$ cat src/rtl/systolic_array_ctrl.sv
// Sequencing controller for a 3x3 systolic array: loads 9 weights and a 4x4 pixel
// tile, then feeds the four 3x3 windows through the array and strobes each result out.
module systolic_array_ctrl #(
  parameter int DRAIN_CYCLES = 4
) (
  input  logic        clk,
  input  logic        rst,
  input  logic        start,
  input  logic        in_valid,
  input  logic [7:0]  in_data,
  output logic        in_ready,
  output logic        busy,
  output logic        done,
  output logic [71:0] b_out,
  output logic [8:0]  en_reg_B,
  output logic        en_reg_A,
  output logic        en_reg_Acc,
  output logic [7:0]  row1_in,
  output logic [7:0]  row2_in,
  output logic [7:0]  row3_in,
  output logic [1:0]  sel_en_demux_result,
  output logic [1:0]  sel_en_demux_c_reg,
  output logic        input_demux_c_reg
);

  typedef enum logic [2:0] {
    IDLE, LOAD_W, LOAD_X, PRELOAD, FEED, DRAIN, WRITE, FIN
  } state_t;

  // Phase counter covers both the 3 FEED columns and the DRAIN count.
  localparam int PW = (DRAIN_CYCLES > 3) ? $clog2(DRAIN_CYCLES) : 2;
  localparam logic [PW-1:0] FEED_LAST  = PW'(2);
  localparam logic [PW-1:0] DRAIN_LAST = PW'(DRAIN_CYCLES - 1);

  state_t        state_q;
  logic [3:0]    beat_q;
  logic [PW-1:0] phase_q;
  logic [1:0]    p_q;
  logic [1:0]    sel_q;
  logic          en_pipe_q;
  logic [7:0]    w_q [9];
  logic [7:0]    x_q [16];

  // Window p starts at row p[1], column p[0]; {r,c} is the row-major index r*4+c.
  function automatic logic [7:0] pix(input logic [1:0] p, input logic [1:0] j,
                                     input logic [1:0] roff);
    logic [1:0] r;
    logic [1:0] c;
    r = {1'b0, p[1]} + roff;
    c = {1'b0, p[0]} + j;
    return x_q[{r, c}];
  endfunction

  // NOTE: all state and registered outputs use non-blocking assignments so every
  // register samples pre-edge values regardless of statement order.
  always_ff @(posedge clk or posedge rst) begin
    if (rst) begin
      state_q           <= IDLE;
      beat_q            <= '0;
      phase_q           <= '0;
      p_q               <= '0;
      sel_q             <= '0;
      en_pipe_q         <= 1'b0;
      in_ready          <= 1'b0;
      busy              <= 1'b0;
      done              <= 1'b0;
      en_reg_B          <= '0;
      row1_in           <= '0;
      row2_in           <= '0;
      row3_in           <= '0;
      input_demux_c_reg <= 1'b0;
      // NOTE: the buffers are small and must read as zero after reset, so they are
      // real flops with reset rather than an inferred RAM.
      for (int k = 0; k < 9; k++)  w_q[k] <= '0;
      for (int k = 0; k < 16; k++) x_q[k] <= '0;
    end else begin
      case (state_q)
        IDLE: begin
          if (start) begin
            state_q  <= LOAD_W;
            beat_q   <= '0;
            in_ready <= 1'b1;
            busy     <= 1'b1;
          end
        end
        LOAD_W: begin
          if (in_valid) begin
            w_q[beat_q] <= in_data;
            if (beat_q == 4'd8) begin
              beat_q  <= '0;
              state_q <= LOAD_X;
            end else begin
              beat_q <= beat_q + 4'd1;
            end
          end
        end
        LOAD_X: begin
          if (in_valid) begin
            x_q[beat_q] <= in_data;
            if (beat_q == 4'd15) begin
              state_q  <= PRELOAD;
              in_ready <= 1'b0;
              en_reg_B <= 9'h1FF;
            end else begin
              beat_q <= beat_q + 4'd1;
            end
          end
        end
        PRELOAD: begin
          state_q   <= FEED;
          en_reg_B  <= '0;
          p_q       <= '0;
          phase_q   <= '0;
          sel_q     <= '0;
          en_pipe_q <= 1'b1;
          row1_in   <= pix(2'd0, 2'd0, 2'd0);
          row2_in   <= pix(2'd0, 2'd0, 2'd1);
          row3_in   <= pix(2'd0, 2'd0, 2'd2);
        end
        FEED: begin
          if (phase_q == FEED_LAST) begin
            state_q <= DRAIN;
            phase_q <= '0;
            row1_in <= '0;
            row2_in <= '0;
            row3_in <= '0;
          end else begin
            phase_q <= phase_q + PW'(1);
            row1_in <= pix(p_q, phase_q[1:0] + 2'd1, 2'd0);
            row2_in <= pix(p_q, phase_q[1:0] + 2'd1, 2'd1);
            row3_in <= pix(p_q, phase_q[1:0] + 2'd1, 2'd2);
          end
        end
        DRAIN: begin
          if (phase_q == DRAIN_LAST) begin
            state_q           <= WRITE;
            phase_q           <= '0;
            en_pipe_q         <= 1'b0;
            input_demux_c_reg <= 1'b1;
          end else begin
            phase_q <= phase_q + PW'(1);
          end
        end
        WRITE: begin
          input_demux_c_reg <= 1'b0;
          if (p_q == 2'd3) begin
            state_q <= FIN;
            sel_q   <= '0;
            done    <= 1'b1;
          end else begin
            state_q   <= FEED;
            p_q       <= p_q + 2'd1;
            sel_q     <= p_q + 2'd1;
            en_pipe_q <= 1'b1;
            row1_in   <= pix(p_q + 2'd1, 2'd0, 2'd0);
            row2_in   <= pix(p_q + 2'd1, 2'd0, 2'd1);
            row3_in   <= pix(p_q + 2'd1, 2'd0, 2'd2);
          end
        end
        FIN: begin
          state_q <= IDLE;
          p_q     <= '0;
          done    <= 1'b0;
          busy    <= 1'b0;
        end
        default: state_q <= IDLE;
      endcase
    end
  end

  assign en_reg_A            = en_pipe_q;
  assign en_reg_Acc          = en_pipe_q;
  assign sel_en_demux_result = sel_q;
  assign sel_en_demux_c_reg  = sel_q;

  for (genvar k = 0; k < 9; k++) begin : g_b_out
    assign b_out[8*k +: 8] = w_q[k];
  end

endmodule

$ cat config.mk
export PLATFORM = sky130hd
export DESIGN_NAME = systolic_array_ctrl
export DESIGN_NICKNAME = d
export VERILOG_FILES = /design/src/rtl/systolic_array_ctrl.sv
export SDC_FILE = /design/constraint.sdc
export NUM_CORES = 1
export LEC_CHECK = 0
export CAP_MARGIN = 10
export CORE_UTILIZATION = 35
export DETAILED_ROUTE_END_ITERATION = 12
export HOLD_SLACK_MARGIN = 0.02
export PLACE_DENSITY = 0.53
export SYNTH_ARGS = -nofsm -noshare
export SYNTH_HDL_FRONTEND = slang
export SYNTH_SLANG_ARGS = --single-unit
$ cat constraint.sdc
create_clock -name clk -period 7.6 [get_ports clk]
set_input_delay 0.76 -clock clk [delete_from_list [all_inputs] [get_ports clk]]
set_output_delay 0.76 -clock clk [all_outputs]
set_load 0.1 [all_outputs]
==> flow_summary.yaml, run 1 <==
logic_synthesis:
  ys_async_sr_fraction_pct: 100.0
  synth_top_cell_area_share_pct: 52.33
  yosysTopAreaCell: "dfrtp_1"
  ys.flop_type: "dfrtp_1"
  yosysSeqAreaShare_pct: 52.33
  synth.area.top_cells: "dfrtp_1, mux2_2, mux4_2"
  synth_most_common_cell: "dfrtp_1"
  syn_inst: 831
  synth_area_um2: 11620
  synth_cell_types: 53
  ys.warnings.count: 0
  ys_ff_latch: 243
  synth_edf_count: 0
  syn_nets: 853
  ys_top_cells_by_count: "dfrtp_1, mux2_2, mux4_2"
  avgSynthCellArea_um2: 13.98
sta:
  worst_pin_slew_ns: 1.010
  relSlewSlack_pct: 32.43
  final.setup_skew_ns: 0.007847
  min_period_ns: 3.166
  setup-tns-final_ns: 0
  report.final.slew_viol_count: 0
  rsz0062_at_grt: "false"
  setup_viol: 0
  hold_viol: 0
  fin_crit_sh_pct: 41.66
  fmax_mhz: 315.9
cells_and_area:
  area_growth_pct: 21.33
  top_register: "x_q"
  multiInputGateArea_um2: 5139
  ff_latch_area_um2: 6082
  final_util_pct: 43.22
  fillers: 3031
  largest_reg_flops: 128
  drive_gt1_share_pct: 34.64
  fin_nets: 947
  diodes: 0
worst_setup_path:
  crit_required_ns: 8.02
  cpPeakStageDelay_ns: 1.01
  crit_type: "flip-flop to flip-flop"
  r2r_slack_ns: 4.43
  path_cells: "ha_1, xnor2_4, buf_4, mux4_1, a221o_1"
  critical_path_peak_fanout: 32
  worstRegToRegCells: 5
  cp_slowest_cell: "dfrtp_2"
  critPathCaptureType: "flip-flop"
  timing.rr.end: "row1_in[6]"
  startpoint_type: "flip-flop"
  reg2reg_from: "p_q[0]"
  crit_arrival_ns: 3.58
detailed_routing:
  drt-total-wl_um: 30290
  drc: 0
  initialDrtViolationCount: 564
  firstDrtPassIters: 5
  postRouteAntennaNets: 0
  wl_per_cell_um: 21.85
  viasPerCell: 5.320
  via_count: 7374
clocking:
  cts_hold_buf: 0
  cts_tree: "built"
  clkLatencyLatePin_ns: 0.54
  clk_pin_slew_ns: 0.06
  postCtsSetupBuffers: 0
  cts_buffers: 28
  h-tree-depth: 1
  clock_path_buffers: 3
  cts_resized: 0
  clock_sinks: 243
  root_buffer: "clkbuf_16"
floorplanning:
  die_y_um: 184.2
  start_util_pct: 35.62
  core_um2: 32620
  ioPinCount: 127
  num_rows: 66
  die_area_um2: 33930
  die-width_um: 184.2
place:
  portBuffers: 126
  hpwl_um: 19720
  globalplace.congestion: 0.8120
grt:
  grt_pass1_vias: 7751
  antenna_found_initial: 0
  grt_first_pass_wirelength_um: 48360
  grt_max_degree: 118
  grt.total_usage_pct: 18.81
  grt_overflow: 0
worst_hold_path:
  holdPathEnd: "b_out[61]"
  min_path_cells: 1
  min_from: "b_out[61]"
  hold_path_class: "flip-flop to flip-flop"
pwr:
  cellLeakagePower_nw: 6.370
  ir_drop_mv: 0.2443
  pwr_density_cell_nw_per_um2: 420.5
  total_power_mw: 5.929
job:
  maxCapViolations: 0
status:
  status: "completed"
-- where the power goes --
group,total [mW],switching [mW],internal [mW],leakage [nW]
Sequential,1.75,0.222,1.53,3.26
Combinational,2.80,1.97,0.834,2.66
Clock,1.37,0.535,0.834,0.454
Total,5.93,2.73,3.20,6.37
-- cell families (layout without fill, tap and decap cells) --
kind of cell             Yosys count  after routing  share of synthesized area (%)
AND/OR/NAND/NOR                  122            122                          5.685
adder cells (fa/ha/maj)           10             10                          1.077
multiplexers                     256            256                          30.46
buffers and inverters             83            196                          3.693
flip-flops                       243            243                          52.33
XOR/XNOR                           1              1                         0.1400
AO/OA/AOI/OAI                    116            116                          6.612
-- cell type report --
| cell class | instances | area share, % |
|---|---|---|
| sequential | 243 | 43.14 |
| multi-input combinational | 505 | 36.45 |
| timing repair buffer | 139 | 9.638 |
| clock buffer | 41 | 5.751 |
| tap | 442 | 3.923 |
| clock inverter | 8 | 0.8342 |
| inverter | 8 | 0.2662 |
-- worst max path at each step --
stage / depth (start not counted) / start / to
2_1_floorplan: 1 / rst / b_out[0]
3_3_place_gp: 5 / p_q[0] / row1_in[4]
3_5_place_dp: 5 / p_q[0] / row1_in[6]
4_1_cts: 5 / p_q[0] / row1_in[6]
5_1_grt: 6 / p_q[0] / row2_in[5]
6_report: 5 / p_q[0] / row1_in[6]
-- metal layers --
layer | part of all wire [%] | vias up | GRT usage, %
li1 | - | 3297 | -
met1 | 47 | 3842 | 26.74
met2 | 46 | 199 | 29.20
met3 | 6.0 | 36 | 4.248
met4 | 1.5 | 0 | 4.233
met5 | 0 | - | 0
-- cells in the final DEF (no fill, tap or decap), types with 10 or more instances in the layout --
cell,instances
dfrtp_1,242
mux2_2,195
clkdlybuf4s50_1,126
mux4_2,49
nand2_1,31
clkbuf_16,29
o21ai_0,26
nor2_1,21
a21oi_1,20
a22oi_1,17
nand2_2,16
buf_4,13
ha_1,10
-- per-stage QoR --
stage	instances	hold WS, ns	area [um2]	setup slack [ns]
floorplan	831	0.4558	11620	0.1668
global route	1386	0.5127	14100	4.176
finish	1386	0.4918	14100	4.434
global placement	1337	0.4772	13170	4.417
CTS	1386	0.4977	14100	4.345
detailed placement	1337	0.4845	13170	4.364
-- critical path: cells and delay by family (launching register included) --
family	cells	cell delay (ns)
XOR/XNOR	1	0.13
adder cells (fa/ha/maj)	1	0.39
AO/OA/AOI/OAI	1	0.32
buffers and inverters	1	0.51
multiplexers	1	0.67
flip-flops	1	1.01
Note: power is estimated with default switching activity, not from simulation.
==> inputs of run 2 (changes only) <==
PLACE_DENSITY = 0.51   (was 0.53)
clock period = 3.2 ns   (was 7.6 ns; I/O delays follow)
==> flow_summary.yaml, run 2 (synthesized netlist as in run 1, its figures left out) <==
sta:
  fmax_mhz: 361.7
  rsz0062_at_grt: "false"
  min_period_ns: 2.765
  setup_viol: 0
  fin_crit_sh_pct: 86.40
  hold_viol: 0
  relSlewSlack_pct: 32.30
  final.setup_skew_ns: 0.01932
  report.final.slew_viol_count: 0
  worst_pin_slew_ns: 1.012
floorplanning:
  die_y_um: 184.2
  core_um2: 32620
  die_area_um2: 33930
  die-width_um: 184.2
  start_util_pct: 35.62
  num_rows: 66
  ioPinCount: 127
clocking:
  clkLatencyLatePin_ns: 0.55
  root_buffer: "clkbuf_16"
  clk_pin_slew_ns: 0.06
  clock_path_buffers: 3
  cts_buffers: 29
  h-tree-depth: 1
  cts_resized: 0
  cts_hold_buf: 0
  cts_tree: "built"
  postCtsSetupBuffers: 0
  clock_sinks: 243
cells_and_area:
  fillers: 2999
  final_cell_area_um2: 14370
  largest_reg_flops: 128
  final_util_pct: 44.05
  top_register: "x_q"
  fin_nets: 959
  drive_gt1_share_pct: 37.29
  mostFrequentLayoutCells: "dfrtp_1, mux2_2, clkdlybuf4s50_1"
  final_common_cell: "dfrtp_1"
  area_growth_pct: 23.66
grt:
  grt_overflow: 0
  grt_first_pass_wirelength_um: 48340
  antenna_found_initial: 0
  grt.total_usage_pct: 18.66
  grt_pass1_vias: 7847
  grt_max_degree: 101
pwr:
  ir_drop_mv: 0.6150
  cellLeakagePower_nw: 6.528
  pwr_density_cell_nw_per_um2: 1017
place:
  globalplace.congestion: 0.7807
  portBuffers: 126
  dpl-instance-area_um2: 13280
  hpwl_um: 20310
worst_setup_path:
  crit_required_ns: 3.62
  crit_arrival_ns: 3.19
  timing.rr.end: "row1_in[6]"
  critPathCaptureType: "flip-flop"
  crit_type: "flip-flop to flip-flop"
  r2r_slack_ns: 0.44
  startpoint_type: "flip-flop"
  critical_path_peak_fanout: 10
  worstRegToRegCells: 6
  reg2reg_from: "phase_q[0]"
detailed_routing:
  initialDrtViolationCount: 461
  drc: 0
  postRouteAntennaNets: 0
  firstDrtPassIters: 5
  wl_per_cell_um: 21.54
  drt-total-wl_um: 30220
  via_count: 7476
  viasPerCell: 5.329
status:
  status: "completed"
job:
  maxCapViolations: 0
worst_hold_path:
  hold_path_class: "input port to async pin"
==> run 2: metal layers <==
layer  GRT usage [%]  wire [um]  part of all wire, %
met3           3.359       1683                  5.6
met4           4.033        571                  1.9
met1           26.49      14020                   46
met2           29.73      13940                   46
met5               0          0                    0
==> run 2: where the power goes <==
part	internal, mW	leakage, nW	switching [mW]	total [mW]
registers	3.64	3.26	0.495	4.14
clock network	2.35	0.527	1.33	3.68
logic	2.08	2.74	4.72	6.80
total	8.07	6.53	6.55	14.6
==> run 2: worst max-delay path: stages, from the launching register on <==
cell and delay, ns:
dfrtp_1 0.44, inv_1 0.11, ha_1 0.38, xnor2_4 0.47, buf_4 0.31, mux4_1 0.60
a221o_1 0.31
==> run 2: layout make-up <==
type	instances	area, um2	area share [%]
diodes	1	2.502	0.01742
multi-input cells	505	5141	35.78
clock buffers	41	860.8	5.991
well taps	442	553.0	3.849
inverters	8	33.78	0.2351
clock inverters	13	226.5	1.576
repair buffers	150	1469	10.22
flip-flops and latches	243	6082	42.33
==> run 2: worst max-delay path by stage <==
stage	from	to	slack, ns	cells past startpoint
2_1_floorplan	rst	b_out[0]	-0.31	1
3_3_place_gp	phase_q[0]	row1_in[5]	0.50	6
3_5_place_dp	phase_q[0]	row1_in[6]	0.44	6
4_1_cts	phase_q[0]	row1_in[6]	0.42	6
5_1_grt	phase_q[0]	row1_in[6]	0.30	6
6_report	phase_q[0]	row1_in[6]	0.44	6
==> run 2: stage by stage <==
stage,setup slack [ns],hold WS [ns],cells,setup TNS [ns],power [mW]
4_1_cts,0.4200,0.04559,1402,0,14.79
6_report,0.4353,0.06438,1403,0,14.61
3_5_place_dp,0.4394,0.4771,1348,0,11.04
2_1_floorplan,-0.3098,0.4558,831,-75.28,9.334
5_1_grt,0.2995,0.05938,1402,0,15.29
3_3_place_gp,0.5047,0.4722,1348,0,11.03
